## src/rtl/pipeline_latches.sv

```systemverilog
// pipeline_latches
//   Inter-stage registers (IF/ID, ID/EX, EX/MEM, MEM/WB) of the 5-stage MIPS core.
//   Each latch applies flush > hold > load, driven by the hazard unit's controls.
//   A data-cache miss in MEM (dmem_req & ~dhit) freezes all four latches together.
//   Three saturating counters (stall, flush, freeze) support performance debug.
//
// Ports
//   CLK, nRST                      clock (rising edge), async active-low reset
//   ihit, dhit, dmem_req           cache status / MEM-stage access pending
//   flush_ID/EX/MEM                bubble the latch feeding that stage
//   enable_ID/EX/MEM               0 = hold the latch feeding that stage
//   instr_IF, npc_IF               fetched instruction and PC+4
//   dec_ID, exr_EX, memr_MEM       per-stage payloads captured downstream
//   instr_*/npc_*/valid_* ...      latch contents per stage
//   stall_cnt, flush_cnt, freeze_cnt  saturating performance counters
module pipeline_latches #(
  parameter int WORD_W = 32,
  parameter int DEC_W  = 96,
  parameter int EXR_W  = 32,
  parameter int MEMR_W = 32,
  parameter int CNT_W  = 16
) (
  input  logic              CLK,
  input  logic              nRST,
  input  logic              ihit,
  input  logic              dhit,
  input  logic              dmem_req,
  input  logic              flush_ID,
  input  logic              flush_EX,
  input  logic              flush_MEM,
  input  logic              enable_ID,
  input  logic              enable_EX,
  input  logic              enable_MEM,
  input  logic [WORD_W-1:0] instr_IF,
  input  logic [WORD_W-1:0] npc_IF,
  input  logic [DEC_W-1:0]  dec_ID,
  input  logic [EXR_W-1:0]  exr_EX,
  input  logic [MEMR_W-1:0] memr_MEM,
  output logic [WORD_W-1:0] instr_ID,
  output logic [WORD_W-1:0] npc_ID,
  output logic              valid_ID,
  output logic [WORD_W-1:0] instr_EX,
  output logic [WORD_W-1:0] npc_EX,
  output logic [DEC_W-1:0]  dec_EX,
  output logic              valid_EX,
  output logic [WORD_W-1:0] instr_MEM,
  output logic [WORD_W-1:0] npc_MEM,
  output logic [EXR_W-1:0]  exr_MEM,
  output logic              valid_MEM,
  output logic [WORD_W-1:0] instr_WB,
  output logic [WORD_W-1:0] npc_WB,
  output logic [EXR_W-1:0]  exr_WB,
  output logic [MEMR_W-1:0] memr_WB,
  output logic              valid_WB,
  output logic [CNT_W-1:0]  stall_cnt,
  output logic [CNT_W-1:0]  flush_cnt,
  output logic [CNT_W-1:0]  freeze_cnt
);

  // Increment that sticks at all-ones instead of wrapping.
  function automatic logic [CNT_W-1:0] sat_inc(input logic [CNT_W-1:0] v);
    if (&v) return v;
    return v + {{(CNT_W-1){1'b0}}, 1'b1};
  endfunction

  logic w_freeze;
  assign w_freeze = dmem_req & ~dhit;

  logic [WORD_W-1:0] r_instr_id, r_npc_id;
  logic              r_valid_id;
  logic [WORD_W-1:0] r_instr_ex, r_npc_ex;
  logic [DEC_W-1:0]  r_dec_ex;
  logic              r_valid_ex;
  logic [WORD_W-1:0] r_instr_mem, r_npc_mem;
  logic [EXR_W-1:0]  r_exr_mem;
  logic              r_valid_mem;
  logic [WORD_W-1:0] r_instr_wb, r_npc_wb;
  logic [EXR_W-1:0]  r_exr_wb;
  logic [MEMR_W-1:0] r_memr_wb;
  logic              r_valid_wb;
  logic [CNT_W-1:0]  r_stall_cnt, r_flush_cnt, r_freeze_cnt;

  // IF/ID: a fetch miss (ihit=0) with the latch enabled inserts a bubble.
  always_ff @(posedge CLK or negedge nRST) begin
    if (!nRST) begin
      r_instr_id <= '0;
      r_npc_id   <= '0;
      r_valid_id <= 1'b0;
    end else if (!w_freeze) begin
      if (flush_ID || (enable_ID && !ihit)) begin
        r_instr_id <= '0;
        r_npc_id   <= '0;
        r_valid_id <= 1'b0;
      end else if (enable_ID) begin
        r_instr_id <= instr_IF;
        r_npc_id   <= npc_IF;
        r_valid_id <= 1'b1;
      end
    end
  end

  // ID/EX
  always_ff @(posedge CLK or negedge nRST) begin
    if (!nRST) begin
      r_instr_ex <= '0;
      r_npc_ex   <= '0;
      r_dec_ex   <= '0;
      r_valid_ex <= 1'b0;
    end else if (!w_freeze) begin
      if (flush_EX) begin
        r_instr_ex <= '0;
        r_npc_ex   <= '0;
        r_dec_ex   <= '0;
        r_valid_ex <= 1'b0;
      end else if (enable_EX) begin
        r_instr_ex <= r_instr_id;
        r_npc_ex   <= r_npc_id;
        r_dec_ex   <= dec_ID;
        r_valid_ex <= r_valid_id;
      end
    end
  end

  // EX/MEM
  always_ff @(posedge CLK or negedge nRST) begin
    if (!nRST) begin
      r_instr_mem <= '0;
      r_npc_mem   <= '0;
      r_exr_mem   <= '0;
      r_valid_mem <= 1'b0;
    end else if (!w_freeze) begin
      if (flush_MEM) begin
        r_instr_mem <= '0;
        r_npc_mem   <= '0;
        r_exr_mem   <= '0;
        r_valid_mem <= 1'b0;
      end else if (enable_MEM) begin
        r_instr_mem <= r_instr_ex;
        r_npc_mem   <= r_npc_ex;
        r_exr_mem   <= exr_EX;
        r_valid_mem <= r_valid_ex;
      end
    end
  end

  // MEM/WB: no hazard control, only the freeze stops it.
  always_ff @(posedge CLK or negedge nRST) begin
    if (!nRST) begin
      r_instr_wb <= '0;
      r_npc_wb   <= '0;
      r_exr_wb   <= '0;
      r_memr_wb  <= '0;
      r_valid_wb <= 1'b0;
    end else if (!w_freeze) begin
      r_instr_wb <= r_instr_mem;
      r_npc_wb   <= r_npc_mem;
      r_exr_wb   <= r_exr_mem;
      r_memr_wb  <= memr_MEM;
      r_valid_wb <= r_valid_mem;
    end
  end

  // Counters: a flush on IF/ID outranks a simultaneous hold, so it never counts as a stall.
  always_ff @(posedge CLK or negedge nRST) begin
    if (!nRST) begin
      r_stall_cnt  <= '0;
      r_flush_cnt  <= '0;
      r_freeze_cnt <= '0;
    end else if (w_freeze) begin
      r_freeze_cnt <= sat_inc(r_freeze_cnt);
    end else if (flush_ID) begin
      r_flush_cnt  <= sat_inc(r_flush_cnt);
    end else if (!enable_ID) begin
      r_stall_cnt  <= sat_inc(r_stall_cnt);
    end
  end

  assign instr_ID   = r_instr_id;
  assign npc_ID     = r_npc_id;
  assign valid_ID   = r_valid_id;
  assign instr_EX   = r_instr_ex;
  assign npc_EX     = r_npc_ex;
  assign dec_EX     = r_dec_ex;
  assign valid_EX   = r_valid_ex;
  assign instr_MEM  = r_instr_mem;
  assign npc_MEM    = r_npc_mem;
  assign exr_MEM    = r_exr_mem;
  assign valid_MEM  = r_valid_mem;
  assign instr_WB   = r_instr_wb;
  assign npc_WB     = r_npc_wb;
  assign exr_WB     = r_exr_wb;
  assign memr_WB    = r_memr_wb;
  assign valid_WB   = r_valid_wb;
  assign stall_cnt  = r_stall_cnt;
  assign flush_cnt  = r_flush_cnt;
  assign freeze_cnt = r_freeze_cnt;

endmodule

```

## config.mk

```make
export PLATFORM = sky130hd
export DESIGN_NAME = pipeline_latches
export DESIGN_NICKNAME = d
export VERILOG_FILES = /design/src/rtl/pipeline_latches.sv
export SDC_FILE = /design/constraint.sdc
export NUM_CORES = 1
export LEC_CHECK = 0
export CELL_PAD_IN_SITES_DETAIL_PLACEMENT = 1
export CELL_PAD_IN_SITES_GLOBAL_PLACEMENT = 1
export CORE_AREA = 2 2 289 291
export DETAILED_ROUTE_END_ITERATION = 16
export DIE_AREA = 0 0 291 293
export GPL_ROUTABILITY_DRIVEN = 0
export PLACE_DENSITY = 0.65
export SETUP_SLACK_MARGIN = 0.5
export SYNTH_ARGS = -nofsm -noshare
export SYNTH_HDL_FRONTEND = slang
export SYNTH_SLANG_ARGS = --single-unit
export TNS_END_PERCENT = 5
```

## constraint.sdc

```tcl
create_clock -name CLK -period 2.15 [get_ports CLK]
set_input_delay 0.43 -clock CLK [delete_from_list [all_inputs] [get_ports CLK]]
set_output_delay 0.43 -clock CLK [all_outputs]
set_load 0.005 [all_outputs]
```

==> out/qor.csv, run 1 <==
metric,value,unit
vias,18230,
synthesis.area,0.02003,mm²
clock_sinks,500,
leakagePower,16.42,nW
finalCritPeriodShare,82.74,%
synth-main-ff-cell,dfrtp_1,
synthArstFlopShare,100.0,%
start_kind,flip-flop,
seq_area_frac_synth,62.46,%
end_kind,output pin,
dp_cells,3787,
syn_nets,2251,
dpl_cell_area,0.02938,mm²
power_density,762.9,mW/mm²
grt-ovfl-total,0,
grtUsageTotal,19.26,%
fmax,562.1,MHz
crit_required,1720,ps
cap_violations,0,
critPathArrivalTime,1350,ps
drc,0,
status,completed,
final_nets,3232,
power,24.89,mW
rsz0062_at_grt,true,
synthCells,2013,
nFillCells,9288,
slew_headroom,67.58,%
htree_num_levels,2,
pin_count,735,
hold_violations,0,
coreArea,0.08185,mm²
design_area,0.03263,mm²
postSynthAreaPerCell,9.951,µm²
grt_util_met1,22.16,%
period_minus_slack,1779,ps
area_growth,62.89,%
hp-class,input port to asynchronous set/reset pin,
drive_gt1_share,17.08,%
grt_pass1_wl,126200,µm
start_util,24.47,%
fp.dieW,291,µm
clkTransAtPathRegs,70,ps
ir_drop,0.5674,mV
dpl.hpwl,60740,µm
cts_buffers,58,
clock_latency,610,ps
root_buffer,clkbuf_16,
use_met2,33.64,%
first_iter_violations,740,
ant_nets,0,
grt_max_degree,86,
grt_pass1_vias,19770,
use_met3,4.939,%
finClkSkew,20.26,ps
yosys_register_bits,500,
synth_cell_types,41,
synth_edf_count,0,
worst_slew_pin_slew,486.3,ps
rows,105,
wire_per_inst,20.55,µm
die_h,293,µm
cts_tree,yes,
vias_per_cell,4.427,
portBuffers,734,
crit_path_start,stall_cnt[13]$_DFFE_PN0P_,
cts_buffer_depth,3,
top_usage_layer,met2,
fin_cells,4117,
path_class,flip-flop to output pin,
die_area,0.08526,mm²
maxSlewViolCount,0,
yosys_warnings,0,
first_pass_iters,5,
r2r-start,flush_cnt[0]$_DFFE_PN0P_,
crit_path_max_fanout,2,
fin_util,39.87,%
wl,84610,µm
antenna_found_initial,15,
setup_violations,0,
[per-layer routing]
metal	share of wire (%)	routed length [µm]
met1	39	32630
met3	6.4	5374
met5	0.025	21
met2	50	42560
met4	4.7	4018
[sequential cells by signal, indices dropped and copies added, names as in the netlist]
| register | count |
|---|---|
| valid_ID | 1 |
| stall_cnt | 16 |
| instr_EX | 32 |
| instr_ID | 32 |
| valid_EX | 1 |
| exr_WB | 32 |
| valid_WB | 1 |
| npc_ID | 32 |
| npc_EX | 32 |
| npc_MEM | 32 |
| instr_MEM | 32 |
| flush_cnt | 16 |
| freeze_cnt | 16 |
| memr_WB | 32 |
| valid_MEM | 1 |
| instr_WB | 32 |
| dec_EX | 96 |
| npc_WB | 32 |
| exr_MEM | 32 |
[through the flow]
step | setup slack [ps] | hold WS, ps | TNS [ps]
6_report | 371.1 | 318.2 | 0
3_5_place_dp | -108.7 | 344.2 | -6190
5_1_grt | 273.1 | 313.4 | 0
3_3_place_gp | -127.1 | 344.3 | -5264
2_1_floorplan | 500.0 | 134.4 | 0
4_1_cts | 379.5 | 310.7 | 0
[final cells by class]
cell class / instances / area, µm² / area share [%]
flip-flops and latches: 500 / 12530 / 38.41
repair buffers: 1049 / 9605 / 29.44
multi-input cells: 1382 / 7298 / 22.37
clock buffers: 90 / 1702 / 5.215
well taps: 1070 / 1339 / 4.103
clock inverters: 15 / 120.1 / 0.3681
diodes: 8 / 20.02 / 0.06135
inverters: 3 / 11.26 / 0.03451
[cells in the mapped netlist, types with 2 or more instances]
cell type,n,area [µm²]
o21ai_0,260,1301
xnor2_1,23,201.4
clkbuf_1,84,315.3
nor2_2,3,18.77
nor4_2,2,25.02
nand2_1,663,2489
nand3_1,17,85.08
buf_2,34,170.2
and4_1,2,17.52
a22o_1,64,560.5
and3_1,6,37.54
nor3_1,6,30.03
inv_1,3,11.26
a21o_1,2,15.01
ha_1,3,37.54
dfrtp_1,500,12510
or4_4,2,22.52
a21oi_1,3,15.01
buf_4,2,15.01
nand2b_1,259,1620
nor2_1,12,45.04
xor2_1,17,148.9
buf_1,7,26.28
nand4_1,17,106.4
a211oi_1,2,15.01
mux2_2,5,56.30
[power breakdown]
part / leakage [nW] / switching (mW) / internal [mW]
Clock: 0.896 / 4.05 / 5.52
Combinational: 8.89 / 2.23 / 2.39
Sequential: 6.64 / 0.533 / 10.2
Total: 16.4 / 6.81 / 18.1
[critical path: stages (launching register included)]
cell and delay [ps]:
dfrtp_1 390, buf_4 140, clkdlybuf4s15_1 220
[final timing paths]
path / cells after the start / slack [ps] / to
max: 2 / 370 / stall_cnt[13]
min in group CLK: 3 / 360 / memr_WB[24]$_DFFE_PN0N_
max in group asynchronous: 4 / 1000 / instr_ID[29]$_DFFE_PN0P_
min reg2reg: 2 / 460 / instr_WB[0]$_DFFE_PN0N_
min: 2 / 320 / memr_WB[28]$_DFFE_PN0N_
max reg2reg: 7 / 370 / flush_cnt[5]$_DFFE_PN0P_
[cells by family after synthesis]
family	after synthesis	share of synthesized area [%]
compound gates	337	9.756
xor+xnor	40	1.749
fa+ha+maj	3	0.1874
buf+inv	131	2.742
flops	500	62.46
mux	5	0.2811
simple gates	997	22.82
[repair_timing]
item,in CTS,in global routing
pin swaps,6,28
resized for setup,731,65
setup buffers,185,31
setup endpoints to repair,528,611
hold endpoints to repair,27,0
hold buffers,1,0
[cells in the final DEF (no fill, tap or decap), types with 5 or more instances in the layout]
| cell | n |
|---|---|
| o21ai_0 | 259 |
| clkdlybuf4s15_2 | 14 |
| clkinv_2 | 10 |
| nand4_1 | 17 |
| a22o_1 | 64 |
| nand2b_1 | 258 |
| nand3_1 | 11 |
| dfrtp_2 | 18 |
| clkbuf_16 | 58 |
| nor2_1 | 7 |
| buf_4 | 271 |
| nand2_1 | 661 |
| xor2_1 | 17 |
| mux2_2 | 5 |
| xnor2_1 | 19 |
| dlygate4sd2_1 | 366 |
| diode_2 | 8 |
| clkbuf_8 | 13 |
| and3_1 | 5 |
| clkbuf_1 | 19 |
| buf_6 | 19 |
| buf_12 | 32 |
| clkdlybuf4s15_1 | 89 |
| buf_2 | 21 |
| clkdlybuf4s50_1 | 231 |
| dfrtp_1 | 482 |
No activity file was read; power rests on OpenSTA's default activity.
==> inputs of run 2 (changes only) <==
--- a/config.mk
+++ b/config.mk
@@ -7,11 +7,11 @@
 export LEC_CHECK = 0
 export CELL_PAD_IN_SITES_DETAIL_PLACEMENT = 1
 export CELL_PAD_IN_SITES_GLOBAL_PLACEMENT = 1
-export CORE_AREA = 2 2 289 291
+export CORE_AREA = 2 2 286 288
 export DETAILED_ROUTE_END_ITERATION = 16
-export DIE_AREA = 0 0 291 293
+export DIE_AREA = 0 0 288 290
 export GPL_ROUTABILITY_DRIVEN = 0
-export PLACE_DENSITY = 0.65
+export PLACE_DENSITY = 0.68
 export SETUP_SLACK_MARGIN = 0.5
 export SYNTH_ARGS = -nofsm -noshare
 export SYNTH_HDL_FRONTEND = slang
==> constraint.sdc (replaced) <==
create_clock -name CLK -period 1.6 [get_ports CLK]
set_input_delay 0.32 -clock CLK [delete_from_list [all_inputs] [get_ports CLK]]
set_output_delay 0.32 -clock CLK [all_outputs]
set_load 0.005 [all_outputs]
==> run 2 against run 1 <==
Against the previous run: the run now ends with negative setup slack left; first-iteration DRC count decreased by 11%; global-route usage grew 0.55 points; final area rose by 0.29%; critical endpoint is now stall_cnt[8]$_DFFE_PN0P_.
==> out/qor.csv, run 2 (synthesized netlist as in run 1, its figures left out) <==
metric,value,unit,change
status,finished with violations,,
violations,negative setup slack,,
leakagePower,16.43,nW,about the same
start_kind,flip-flop,,
use_met2,35.53,%,+1.9 points
critical_path.most_common_cell,buf_4,,
power_density,1063,mW/mm²,+39%
cts_tree,yes,,
cp_slowest_cell,dfrtp_1,,
area_growth,63.37,%,
die_area,0.08352,mm²,-2.0%
pin_count,735,,unchanged
p_int,25.45,mW,+41%
path_cells,buf_6 -> ha_4 -> nand3_4 -> buf_4 -> a211oi_1 -> buf_4 -> and3_1 -> xor2_1,,
switching_share,26.83,%,-0.54 points
hp-class,input port to flip-flop,,
final.setup.tns,-2627,ps,-2627 ps
grt_max_degree,84,,-2.3%
die_h,290,µm,-1.0%
grt_util_met1,21.95,%,-0.21 points
wl,85710,µm,+1.3%
grt-ovfl-total,0,,unchanged
finClkSkew,21.52,ps,+1.258 ps
rsz0062_at_grt,true,,
power_frac_comb,20.1,%,+1.5 points
ant_nets,0,,unchanged
critical-path-max-stage-delay,400,ps,about the same
wire_per_inst,20.74,µm,+0.91%
final_cell_mix,"nand2_1 (660), dfrtp_1 (475), buf_4 (273)",,
start_util,24.99,%,+0.52 points
setup_slack,-163.1,ps,-534.2 ps
vias_per_cell,4.432,,+0.11%
crit_required,2130,ps,+410 ps
top_usage_layer,met2,,
place_ws,-620.5,ps,-511.9 ps
largest_reg_flops,96,,unchanged
grt_pass1_wl,126400,µm,+0.14%
drive_gt1_share,26.72,%,+9.6 points
period_minus_slack,1763,ps,
use_met3,4.921,%,-0.018 points
first_pass_iters,4,,-1
fmax,567.2,MHz,
switching_power,9.333,mW,+37%
hold_violations,0,,unchanged
critPathArrivalTime,2290,ps,+940 ps
vias,18320,,+0.50%
nFillCells,9141,,-1.6%
grt_pass1_vias,20360,,+3.0%
setup_violations,45,,+45
hold_ws,142.8,ps,-175.4 ps
power,34.79,mW,+40%
crit_path_max_fanout,3,,+1
dp_cells,3842,,+1.5%
clock_sinks,500,,unchanged
cp_top_family,buffers and inverters,,
layout_commonest_cell,nand2_1,,
end_kind,flip-flop,,
finalCritPeriodShare,110.2,%,
root_buffer,clkbuf_16,,
seq_power_share,41.4,%,-1.6 points
final_nets,3259,,+0.84%
slew_headroom,66.85,%,-0.73 points
cts_buffer_depth,3,,unchanged
clkPwrFrac,38.5,%,about the same
grtUsageTotal,19.80,%,+0.55 points
cts_buffers,58,,unchanged
drc,0,,unchanged
ir_drop,0.8963,mV,+58%
first_iter_violations,659,,-11%
cap_violations,0,,unchanged
design_area,0.03273,mm²,+0.29%
cp_num_buf_inv,3,,+1
clkTransAtPathRegs,60,ps,about the same
htree_num_levels,2,,unchanged
clock_latency,620,ps,about the same
maxSlewViolCount,0,,unchanged
portBuffers,734,,unchanged
fp.dieW,288,µm,-1.0%
coreArea,0.08016,mm²,-2.1%
fin_cells,4133,,+0.39%
dpl.hpwl,61880,µm,+1.9%
path_class,flip-flop to flip-flop,,
fin_util,40.83,%,+0.96 points
rows,104,,-0.95%
dpl_cell_area,0.02993,mm²,+1.9%
antenna_found_initial,13,,-2
worst_slew_pin_slew,497.3,ps,+11.00 ps
## run 2: power groups by stage
stage / Clock, mW / Combinational [mW] / Sequential [mW]
after floorplan: 0 / 1.54 / 14.7
after global routing: 14.2 / 7.56 / 14.5
after global placement: 0 / 5.98 / 14.6
final: 13.4 / 7.00 / 14.4
after detailed placement: 0 / 6.13 / 14.7
after CTS: 13.8 / 6.60 / 14.3
## run 2: worst min-delay path: stages
cell,delay (ps)
buf_4,190
nand2b_1,130
o21ai_0,70
## run 2: timing repair
item                                    in CTS  in global routing
setup buffers                              146                 29
hold endpoints to repair                   337                  0
hold buffers                                 1                  0
pin swaps                                    2                 30
gates resized for setup                    918                739
gates cloned                                 0                  3
endpoints found under the setup margin     987                988
## run 2: worst paths after layout
kind | startpoint | endpoint | slack [ps] | cells past startpoint
worst max-delay path | stall_cnt[0]$_DFFE_PN0P_ | stall_cnt[8]$_DFFE_PN0P_ | -160 | 8
worst min-delay path | flush_MEM | exr_MEM[1]$_DFFE_PN0P_ | 140 | 3
worst max register to register | stall_cnt[0]$_DFFE_PN0P_ | stall_cnt[8]$_DFFE_PN0P_ | -160 | 8
worst min register to register | instr_WB[28]$_DFFE_PN0N_ | instr_WB[28]$_DFFE_PN0N_ | 460 | 2
max in group asynchronous | nRST | instr_ID[6]$_DFFE_PN0P_ | 610 | 3
min in group asynchronous | nRST | exr_MEM[22]$_DFFE_PN0P_ | 170 | 2
## run 2: cell type report
cell class                 count  area, µm²  area share (%)
timing repair buffer        1076       9595           29.32
clock buffer                  89       1759           5.376
antenna                        8      20.02         0.06117
clock inverter                15      157.7          0.4817
multi-input combinational   1382       7312           22.34
tap                         1060       1326           4.053
inverter                       3      11.26         0.03441
sequential                   500      12540           38.33
## run 2: routing by layer
metal / vias up / part of all wire [%]
li1: 8533 / -
met1: 9070 / 38
met2: 540 / 51
met3: 175 / 6.3
met4: 0 / 4.6
met5: - / 0
